File: src/rtl/guitar_pkg.sv
// guitar_pkg: shared types and constants for the fret hit judge
package guitar_pkg;
  localparam int LANES_DEF = 5;
  localparam int BASE_GOOD = 1;
  localparam int BASE_PERFECT = 3;
  localparam int MULT_CAP = 4;
  typedef enum logic [1:0] {GRADE_MISS, GRADE_GOOD, GRADE_PERFECT} grade_e;
  typedef enum logic [1:0] {S_IDLE, S_ARMED, S_REPORT} judge_state_e;
endpackage

File: src/rtl/lane_edge_detect.sv
// lane_edge_detect: registers fret levels and flags their rising edges
module lane_edge_detect #(
  parameter int LANES = 5
) (
  input  logic             clk,
  input  logic             rst_n,
  input  logic [LANES-1:0] btn_state,
  output logic [LANES-1:0] btn_q,
  output logic [LANES-1:0] press_edge
);
  always_ff @(posedge clk) begin
    if (!rst_n) begin
      btn_q <= '0;
      press_edge <= '0;
    end else begin
      btn_q <= btn_state;
      press_edge <= btn_state & ~btn_q;
    end
  end
endmodule

File: src/rtl/note_hit_judge.sv
// note_hit_judge: grades fret presses against a note window, keeps score and streak
module note_hit_judge
  import guitar_pkg::*;
#(
  parameter int LANES = LANES_DEF,
  parameter int WINDOW = 8,
  parameter int PERFECT_W = 2,
  parameter int SCORE_W = 16,
  parameter int STREAK_W = 8
) (
  input  logic                clk,
  input  logic                rst_n,
  input  logic                tick,
  input  logic [LANES-1:0]    btn_state,
  input  logic                note_valid,
  input  logic [LANES-1:0]    note_mask,
  output logic                note_ready,
  output logic [LANES-1:0]    press_edge,
  output logic                result_valid,
  output logic [1:0]          result_grade,
  output logic [SCORE_W-1:0]  score,
  output logic [STREAK_W-1:0] streak
);
  localparam int CW = $clog2(2*WINDOW+1);
  localparam logic [CW-1:0] WIN = CW'(WINDOW);
  localparam logic [CW-1:0] WIN_END = CW'(2*WINDOW);
  localparam logic [CW-1:0] PW = CW'(PERFECT_W);
  judge_state_e state;
  grade_e grade_q;
  logic [LANES-1:0] mask_q, btn_q;
  logic [CW-1:0] win_cnt, offset;
  logic seen_edge, seen_next, wrong, hit;
  logic [STREAK_W-1:0] sh, mult;
  logic [SCORE_W:0] base, sum;
  lane_edge_detect #(.LANES(LANES)) u_edge (
    .clk(clk), .rst_n(rst_n), .btn_state(btn_state), .btn_q(btn_q), .press_edge(press_edge)
  );
  assign note_ready = state == S_IDLE;
  assign result_valid = state == S_REPORT;
  assign result_grade = grade_q;
  always_comb begin
    wrong = |(press_edge & ~mask_q);
    seen_next = seen_edge | (|(press_edge & mask_q));
    hit = seen_next && btn_q == mask_q;
    offset = win_cnt >= WIN ? win_cnt - WIN : WIN - win_cnt;
    sh = streak >> 3;
    mult = sh >= STREAK_W'(MULT_CAP-1) ? STREAK_W'(MULT_CAP) : sh + STREAK_W'(1);
    base = grade_q == GRADE_PERFECT ? (SCORE_W+1)'(BASE_PERFECT) :
           grade_q == GRADE_GOOD ? (SCORE_W+1)'(BASE_GOOD) : '0;
    sum = {1'b0, score} + base * (SCORE_W+1)'(mult);
  end
  // Priority inside a window: wrong lane, then completed hit, then timeout
  always_ff @(posedge clk) begin
    if (!rst_n) begin
      state <= S_IDLE;
      grade_q <= GRADE_MISS;
      mask_q <= '0;
      win_cnt <= '0;
      seen_edge <= 1'b0;
      score <= '0;
      streak <= '0;
    end else begin
      case (state)
        S_IDLE: if (note_valid) begin
          mask_q <= note_mask;
          win_cnt <= '0;
          seen_edge <= 1'b0;
          state <= S_ARMED;
        end
        S_ARMED: if (wrong) begin
          grade_q <= GRADE_MISS;
          state <= S_REPORT;
        end else if (hit) begin
          grade_q <= offset <= PW ? GRADE_PERFECT : GRADE_GOOD;
          state <= S_REPORT;
        end else if (tick && win_cnt == WIN_END) begin
          grade_q <= GRADE_MISS;
          state <= S_REPORT;
        end else begin
          if (tick) win_cnt <= win_cnt + CW'(1);
          seen_edge <= seen_next;
        end
        S_REPORT: begin
          score <= sum[SCORE_W] ? '1 : sum[SCORE_W-1:0];
          streak <= grade_q == GRADE_MISS ? '0 : (&streak ? streak : streak + STREAK_W'(1));
          state <= S_IDLE;
        end
        default: state <= S_IDLE;
      endcase
    end
  end
endmodule

File: config.mk
export PLATFORM = sky130hd
export DESIGN_NAME = note_hit_judge
export DESIGN_NICKNAME = d
export VERILOG_FILES = /design/src/rtl/guitar_pkg.sv /design/src/rtl/lane_edge_detect.sv /design/src/rtl/note_hit_judge.sv
export SDC_FILE = /design/constraint.sdc
export NUM_CORES = 1
export LEC_CHECK = 0
export CORE_ASPECT_RATIO = 0.9
export CORE_MARGIN = 5
export CORE_UTILIZATION = 50
export CTS_BUF_LIST = sky130_fd_sc_hd__clkbuf_2
export CTS_CLUSTER_DIAMETER = 60
export DETAILED_ROUTE_END_ITERATION = 6
export PLACE_DENSITY = 0.81
export RECOVER_POWER = 25
export SYNTH_ARGS = -nofsm -noshare
export SYNTH_HDL_FRONTEND = slang
export SYNTH_SLANG_ARGS = --single-unit
File: constraint.sdc
create_clock -name clk -period 3.4 [get_ports clk]
set_input_delay 0.68 -clock clk [delete_from_list [all_inputs] [get_ports clk]]
set_output_delay 0.68 -clock clk [all_outputs]
set_load 0.01 [all_outputs]
==> qor.yml <==
global_route:
  grt_max_degree: 26
  grt-ovfl-total: 0
  grt_pass1_wl_mm: 10.39
  grt_usage: 0.1813
  grt_antenna_before_repair: 0
  grt_pass1_vias: 2352
setup_path:
  startpoint: "streak[3]"
  critPathKind: "register to register"
  critPathLaunchType: "register"
  required_ns: 3.72
  endpoint_kind: "register"
  rr_startpoint: "streak[3]"
  critPathMaxFanout: 6
  critical_path_arrival_ns: 3.67
drt:
  num_vias: 2420
  drtPass1Iterations: 4
  routed_wl_mm: 6.200
  viasPerCell: 5.488
  drtIter0Drc: 62
  postRouteAntennaNets: 0
  routedWlPerCell_um: 14.06
  drc: 0
clock_network:
  htreeDepth: 2
  cts_hold_buf: 0
  clock_path_buffers: 2
  cts_root_buf: "clkbuf_2"
  cts_tree: "built"
  numCtsBuffers: 5
  clk_latency_ns: 0.42
  cts.sinks: 49
  cts.clk_slew.worst_paths_ns: 0.25
layout:
  final_cell_mix: "dfxtp_1 (47), clkdlybuf4s50_1 (45), inv_1 (27), nand2_1 (23), a21oi_1 (20)"
  layout_commonest_cell: "dfxtp_1"
  layout-drive-gt1-share: 0.1203
  fin_util: 0.6592
  fin_nets: 410
  synthToLayoutAreaGrowth_pct: 27.29
  nFillCells: 451
  antennaDiodeCount: 0
  design_area_um2: 3485
worst_hold_path:
  min_from: "u_edge.btn_q[2]"
  hp-class: "register to register"
timing:
  rsz0062_at_grt: "true"
  timing.final.crit_period_ns: 3.358
  skew_ns: 0.004177
  hold_violations: 0
  final_max_slew_viol_count: 0
  finalCritPeriodShare: 0.9876
  max_freq_mhz: 297.8
  worstMarginPinSlew_ns: 0.7352
  finalSetupViolations: 0
  max_slew_margin: 0.5045
logic_synthesis:
  ys_seq_elements: 49
  ys_top_cells_by_area: "dfxtp_1 (36%), ha_1 (7.8%), fa_1 (4.4%), a21oi_1 (3.8%), inv_1 (3.8%)"
  yosysUniqueCellTypes: 47
  yosysSeqAreaShare: 0.3583
  synth-edff-count: 0
  yosysWarnings: 0
  async_flop_share: 0
  synth_area_um2: 2738
  avgSynthCellArea_um2: 8.774
  synth_top_cell_area_share: 0.3583
  yosysTopAreaCell: "dfxtp_1"
  synthFlopType: "dfxtp_1"
  netlist_instances: 312
floorplanning:
  ios: 47
  die_y_um: 80.20
  fp-row-count: 25
  die_w_um: 88.00
  dieArea_um2: 7057
  core_area_um2: 5286
  initial_core_util: 0.5179
power_and_ir_drop:
  powerDensity_nw_per_um2: 295.8
  worst_ir_drop_vdd_mv: 0.2734
  p_leak_nw: 1.381
placement:
  place_hpwl_mm: 4.665
  dpl_cell_area_um2: 3368
  gp_congestion: 0.8360
  io_buffers: 46
outcome:
  outcome: "complete, no violations"
flow_run:
  maxCapViolations: 0
-- final cells by class --
type	count	area, um2	area share
clock buffer	5	25.02	0.007181
clock inverter	3	17.52	0.005027
inverter	28	105.1	0.03016
multi-input combinational	231	1717	0.4926
sequential	49	985.9	0.2829
tap	67	83.83	0.02406
timing repair buffer	58	550.5	0.1580
-- kinds of logic after synthesis --
group / count (synthesis) / share of synthesized area
AOI/OAI and AO/OA: 72 / 0.1865
xor gates and xnor gates: 14 / 0.04479
adders and majority gates: 23 / 0.1216
buffers and inverters: 36 / 0.04936
DFF: 49 / 0.3583
muxes: 7 / 0.02560
other: 2 / 0.002743
and+or+nand+nor: 109 / 0.2112
-- final timing paths --
kind,end,slack [ns],depth (start not counted)
worst min register to register,u_edge.press_edge[2],0.45,1
worst max-delay path,score[7],0.04,12
worst max register to register,score[7],0.04,12
worst min-delay path,u_edge.press_edge[2],0.45,1
-- cell usage after synthesis, types with 2 or more instances --
library cell	instances
xor2_1	9
o2111ai_1	2
o21ai_0	10
nor3_1	7
or4_1	3
a211oi_1	3
nand2_1	24
o311ai_0	2
a311oi_1	3
clkbuf_1	8
fa_1	6
a21o_1	2
a31oi_1	4
and3_1	8
nand2b_1	6
or3_1	4
o31ai_1	3
o221a_2	7
conb_1	2
nor2b_1	6
a22oi_1	3
ha_1	17
dfxtp_1	49
nor2_1	15
a21oi_1	21
o21a_1	3
o21bai_1	2
inv_1	28
and2_1	7
nand4_1	8
mux2i_1	7
nand3_1	14
xnor2_1	5
-- where the power goes --
group	internal [W]	switching [W]	leakage, nW
Clock	0.0000490	0.000193	0.0304
Combinational	0.0000854	0.0000953	0.950
Sequential	0.000592	0.0000159	0.400
-- timing repair --
item                                   CTS  global route
setup buffers                            1             1
setup endpoints to repair               13            15
resized for setup                        9             8
pin swaps                                5             5
endpoints found under the hold margin    0             0
-- sequential cells by signal, summed over array words and instances (netlist names) --
signal and count:
score 16, state 2, streak 8, win_cnt 5, result_grade 2, seen_edge 1
mask_q 5, u_edge.press_edge 5, u_edge.btn_q 5
-- through the flow --
| step | TNS (ns) | hold slack, ns | setup WS [ns] | cells | power [W] |
|---|---|---|---|---|---|
| after floorplan | 0 | 0.4115 | 0.02374 | 316 | 0.0007297 |
| after global placement | -1.149 | 0.4203 | -0.1219 | 431 | 0.0007893 |
| after detailed placement | -2.576 | 0.4269 | -0.2701 | 431 | 0.0007949 |
| after CTS | 0 | 0.4545 | 0.02172 | 440 | 0.001038 |
| after global routing | -0.4688 | 0.4687 | -0.1144 | 441 | 0.001081 |
| final | 0 | 0.4510 | 0.04225 | 441 | 0.001031 |
-- per-layer routing --
layer / up-vias / part of all wire / GRT usage
li1: 1237 / - / -
met1: 1128 / 0.46 / 0.2320
met2: 49 / 0.48 / 0.3170
met3: 6 / 0.052 / 0.03282
met4: 0 / 0.0065 / 0.03681
met5: - / 0 / 0
-- critical path, cell delays in order, from the launching register on --
cell	delay, ns
dfxtp_4	0.41
ha_4	0.15
or4_4	0.43
a21oi_4	0.20
and3_4	0.21
fa_1	0.45
ha_4	0.20
fa_2	0.35
a211oi_2	0.25
o21bai_1	0.10
a21oi_1	0.21
mux2i_1	0.21
a31oi_1	0.09
(Power assumes the default switching activity.)
